===== src/rtl/drop_controller.sv =====
// Connect4 move-handling stage: validates column drops against per-column fill heights,
// hands legal placements downstream over valid/ready, alternates turns and tracks draws.
module drop_controller #(
    parameter int COLS = 7,
    parameter int ROWS = 6,
    localparam int COL_W = $clog2(COLS),
    localparam int ROW_W = $clog2(ROWS + 1),
    localparam int CNT_W = $clog2(COLS * ROWS + 1)
) (
    input  logic             clock,
    input  logic             reset,
    input  logic             new_game,
    input  logic             move_valid,
    input  logic [COL_W-1:0] move_col,
    output logic             move_ready,
    output logic             reject,
    output logic             place_valid,
    input  logic             place_ready,
    output logic [ROW_W-1:0] place_row,
    output logic [COL_W-1:0] place_col,
    output logic             place_player,
    output logic             turn,
    input  logic             game_over,
    output logic             board_full
);

    localparam logic [COL_W:0]   COLS_V  = (COL_W + 1)'(COLS);
    localparam logic [ROW_W-1:0] ROWS_V  = ROW_W'(ROWS);
    localparam logic [CNT_W-1:0] TOTAL_V = CNT_W'(COLS * ROWS);

    typedef enum logic [2:0] {
        IDLE  = 3'd0,
        CHECK = 3'd1,
        PLACE = 3'd2,
        FULL  = 3'd3,
        OVER  = 3'd4
    } state_t;

    state_t           state_reg, state_next;
    logic [COL_W-1:0] col_reg;
    logic [CNT_W-1:0] count_reg;
    logic [CNT_W-1:0] count_inc;
    logic             turn_reg;
    logic             over_pending_reg;
    logic             over_pending_next;

    logic [ROW_W-1:0] col_height [COLS];
    logic [COLS-1:0]  col_hit;
    logic [ROW_W-1:0] height_sel;
    logic             in_range;
    logic             legal;
    logic             over_hold;
    logic             accept;
    logic             place_fire;

    // One-hot column decode; an out-of-range column hits nothing, so the array is never indexed with it.
    generate
        for (genvar gi = 0; gi < COLS; gi++) begin : g_col
            assign col_hit[gi] = (col_reg == COL_W'(gi));

            always_ff @(posedge clock or posedge reset) begin
                if (reset) begin
                    col_height[gi] <= '0;
                end else if (new_game) begin
                    col_height[gi] <= '0;
                end else if (place_fire && col_hit[gi]) begin
                    col_height[gi] <= col_height[gi] + ROW_W'(1);
                end
            end
        end
    endgenerate

    always_comb begin
        height_sel = '0;
        for (int i = 0; i < COLS; i++) begin
            if (col_hit[i]) begin
                height_sel = col_height[i];
            end
        end
    end

    assign in_range   = ({1'b0, col_reg} < COLS_V);
    assign legal      = in_range && (height_sel != ROWS_V);
    assign over_hold  = game_over || over_pending_reg;
    assign accept     = (state_reg == IDLE) && move_valid && move_ready;
    assign place_fire = (state_reg == PLACE) && place_ready;
    assign count_inc  = count_reg + CNT_W'(1);

    assign place_row    = height_sel;
    assign place_col    = col_reg;
    assign place_player = turn_reg;
    assign turn         = turn_reg;

    // A game_over seen while a move is in flight is remembered until that move retires.
    assign over_pending_next = ((state_reg == CHECK) || (state_reg == PLACE)) ?
                               (over_pending_reg || game_over) : 1'b0;

    always_ff @(posedge clock or posedge reset) begin
        if (reset) begin
            state_reg <= IDLE;
        end else if (new_game) begin
            state_reg <= IDLE;
        end else begin
            state_reg <= state_next;
        end
    end

    always_comb begin
        state_next  = state_reg;
        move_ready  = 1'b0;
        reject      = 1'b0;
        place_valid = 1'b0;
        board_full  = 1'b0;
        case (state_reg)
            IDLE: begin
                move_ready = !game_over;
                if (game_over) begin
                    state_next = OVER;
                end else if (move_valid) begin
                    state_next = CHECK;
                end
            end
            CHECK: begin
                if (!legal) begin
                    reject     = 1'b1;
                    state_next = over_hold ? OVER : IDLE;
                end else begin
                    state_next = PLACE;
                end
            end
            PLACE: begin
                place_valid = 1'b1;
                if (place_ready) begin
                    if (over_hold) begin
                        state_next = OVER;
                    end else if (count_inc == TOTAL_V) begin
                        state_next = FULL;
                    end else begin
                        state_next = IDLE;
                    end
                end
            end
            FULL: begin
                board_full = 1'b1;
            end
            OVER: begin
                state_next = OVER;
            end
            default: begin
                state_next = IDLE;
            end
        endcase
    end

    always_ff @(posedge clock or posedge reset) begin
        if (reset) begin
            col_reg          <= '0;
            count_reg        <= '0;
            turn_reg         <= 1'b0;
            over_pending_reg <= 1'b0;
        end else if (new_game) begin
            col_reg          <= '0;
            count_reg        <= '0;
            turn_reg         <= 1'b0;
            over_pending_reg <= 1'b0;
        end else begin
            over_pending_reg <= over_pending_next;
            if (accept) begin
                col_reg <= move_col;
            end
            if (place_fire) begin
                count_reg <= count_inc;
                turn_reg  <= !turn_reg;
            end
        end
    end

endmodule


===== config.mk =====
export PLATFORM = sky130hd
export DESIGN_NAME = drop_controller
export DESIGN_NICKNAME = d
export VERILOG_FILES = /design/src/rtl/drop_controller.sv
export SDC_FILE = /design/constraint.sdc
export NUM_CORES = 1
export LEC_CHECK = 0
export CAP_MARGIN = 10
export CORE_UTILIZATION = 26
export DETAILED_ROUTE_END_ITERATION = 12
export SETUP_SLACK_MARGIN = 0.15
export SYNTH_ARGS = -nofsm -noshare
export SYNTH_HDL_FRONTEND = slang
export SYNTH_SLANG_ARGS = --single-unit
export TNS_END_PERCENT = 100

===== constraint.sdc =====
create_clock -name clock -period 2.3 [get_ports clock]
set_input_delay 0.46 -clock clock [delete_from_list [all_inputs] [get_ports clock]]
set_output_delay 0.46 -clock clock [all_outputs]
set_load 0.03 [all_outputs]

==> summary.md <==
| Metric | Value |
|---|---|
| Outcome | finished with violations |
| Failing checks | negative setup slack |
| Sink Count | 35 |
| Fin crit share | 1.04 |
| Max IR drop VDD | 168 uV |
| Slowest Stage Delay on Critical Path | 0.44 ns |
| Final ANT Viol Nets | 0 |
| Inserted Clock Buffers | 5 |
| Source of the critical timing path | place_col[0] |
| Post-synth top cells | nor2_1, dfrtp_1, nand2_1 |
| Final #Nets | 278 |
| Final WS setup | -0.0847 ns |
| Clock Skew | 0.00855 ns |
| # IOs | 21 |
| Global placement routability congestion | 0.797 |
| Synth Cell Area | 2080 um2 |
| Overall routing resource usage | 0.126 |
| Vias in the first global route | 1,701 |
| Area Overhead vs Synth | 33.1% |
| Largest net degree at the start of global routing | 36 |
| Max-cap viol count | 0 |
| Syn nets | 235 |
| Worst Hold Class | register to register |
| Startpoint types | register |
| Drt wl/cell | 13.7 um |
| Final Cell Area | 2770 um2 |
| Register area share after synthesis | 0.421 |
| Yosys cell types | 47 |
| Die X | 91.4 um |
| Largest family of logic cells by synthesized area | simple AND/OR/NAND/NOR gates |
| Worst slew margin | 0.695 |
| DRC | 0 |
| Detailed placer's ending HPWL | 3310 um |
| Synth Area in Compound Gates | 0.0939 |
| Worst-path clk slew | 0.08 ns |
| Clock buffer depth | 2 |
| Final Hold Viols | 0 |
| Synth Flop Type | dfrtp_1 |
| Critical path peak fanout | 4 |
| Vias | 1,727 |
| Count leader, synth | nor2_1 |
| Fraction of synthesized cell area in xor and xnor cells | 0.0842 |
| Cell count after synthesis | 217 |
| Critical Path AT | 1.92 ns |
| GR Overflow Total | 0 |
| Worst EP required | 1.84 ns |
| Hold wc startpoint | col_height[11] |
| Setup tns final | -0.0847 ns |
| Initial Util | 0.269 |
| Max reg flops | 21 |
| Critical-path top delay cell | dfrtp_2 |
| Crit-path cells | nor2b_4 > buf_6 > a22oi_2 > o31a_1 > o211ai_1 > buf_4 > a21oi_2 > buf_6 |
| Die Area | 8360 um2 |
| First-pass GRT wire length | 8320 um |
| Post-Synth Adder-Cell Area | 0.0542 |
| # diodes | 0 |
| PortBufs | 20 |
| P per Cell Area | 519 nW/um2 |
| Minimum clock period | 2.38 ns |
| Worst-Margin Slew | 0.458 ns |
| Simple-gate share of the synthesized area | 0.223 |
| Max Slew Vio Count | 0 |
| Setup Crit Path Kind | register to output pin |
| Final WL | 4960 um |
| Final hold slack | 0.543 ns |
| Asr flop ratio synth | 1.00 |
| Num rows | 32 |
| H-tree levels | 2 |
| Hold Buf Count CTS | 0 |
| Via density per instance | 4.76 |
| # setup viols final | 1 |
| Post-Place Cell Area | 2470 um2 |
| Syn Area/Cell | 9.58 um2 |
| Die Y | 91.4 um |
| Cell mode on critical path | buf_6 |
| Share of cells above drive strength 1 | 0.253 |
| Initial antenna violation count | 0 |
| Synth top area share | 0.421 |
| CTS tree | yes |
| Mux cell area share after synthesis | 0.0776 |
| Unrepaired setup endpoints after global routing | yes |
| Endpoint class of the critical path | output pin |
| R2r startpoint | place_col[0] |
| Post-synth EDFFs | 0 |
| Yosys warnings | 0 |
| DRT iter0 DRCs | 94 |
| Clock root buffer | clkbuf_8 |
| Core area | 7730 um2 |
| Area leader, netlist | dfrtp_1 |
| Clock Latency Late Sink | 0.29 ns |
| Ranking of synthesized cells by area | dfrtp_1, mux2i_1, nor2_1, xor2_1, ha_1 |
| Fmax | 0.419 GHz |
| Yosys reg bits | 35 |
| DRT Pass-1 Iters | 4 |
| Leak pwr | 1.25 nW |
## logic make-up (layout without fill, tap and decap cells)
family / Yosys count / in the layout
compound gates: 29 / 29
xor+xnor: 20 / 20
fa+ha+maj: 9 / 9
buf+inv: 18 / 62
flops: 35 / 35
mux: 16 / 16
simple gates: 90 / 90
## path summary, 6_finish.rpt
path | to | cells after the start | slack (ns)
hold / removal | col_height[11] | 2 | 0.54
hold reg to reg | col_height[11] | 2 | 0.54
min in group asynchronous | count_reg[1] | 3 | 0.57
setup / recovery | reject | 8 | -0.08
max in group asynchronous | place_col[2] | 3 | 1.38
setup reg to reg | state_reg[1] | 7 | 0.66
## where the power goes
part           leakage (nW)  internal (mW)  total [mW]  switching, mW
Sequential            0.480          0.631       0.658         0.0265
Combinational         0.724          0.157       0.325          0.169
Clock                0.0422          0.213       0.454          0.241
Total                  1.25           1.00        1.44          0.436
## layout by cell type, fill, tap and decap left out, types with 3 or more instances in the layout
cell type | netlist | routed
nand3_1 | 7 | 7
clkbuf_8 | 0 | 5
clkdlybuf4s50_1 | 0 | 12
a21oi_1 | 8 | 6
buf_4 | 4 | 25
xor2_1 | 13 | 13
inv_1 | 5 | 5
nor2_1 | 39 | 39
mux2i_1 | 15 | 15
xnor2_1 | 7 | 7
nor3_2 | 3 | 3
dfrtp_2 | 0 | 4
nand4_1 | 5 | 5
buf_6 | 1 | 4
o21ai_0 | 4 | 3
dfrtp_1 | 35 | 31
nand2_1 | 17 | 17
ha_1 | 9 | 9
## repair_timing
item,CTS,global route
hold endpoints to repair,0,0
pin swaps,5,6
gates cloned,1,0
gates resized for setup,24,11
buffers inserted,9,3
setup endpoints to repair,5,4
## worst max-delay path, delay by kind of cell (launching register included)
family / cells / cell delay [ns]
AND/OR/NAND/NOR: 1 / 0.14
flip-flops: 1 / 0.44
AO/OA/AOI/OAI: 4 / 0.62
buffers and inverters: 3 / 0.42
## routing by layer
metal	GRT usage	share of wire	routed length, um
met1	0.163	0.47	2310
met2	0.199	0.46	2300
met3	0.0360	0.049	242
met4	0.0489	0.021	102
met5	0	0	0
## metrics by stage
step	utilization	worst slack, ns	total power [mW]	instances
after detailed placement	0.319	0.0540	0.944	342
after CTS	0.348	-0.0779	1.43	360
after global placement	0.319	0.0529	0.944	342
final	0.358	-0.0847	1.44	363
after floorplan	-	-0.0766	0.844	217
after global routing	0.358	-0.193	1.50	363
## layout make-up
class	count	area, um2
Fill cell	774	4960
Multi-Input combinational cell	164	1200
Sequential cell	35	881
Timing Repair Buffer	49	460
Tap cell	102	128
Clock buffer	7	76.3
Inverter	5	18.8
Clock inverter	1	5.00
Note: power is estimated with default switching activity, not from simulation.
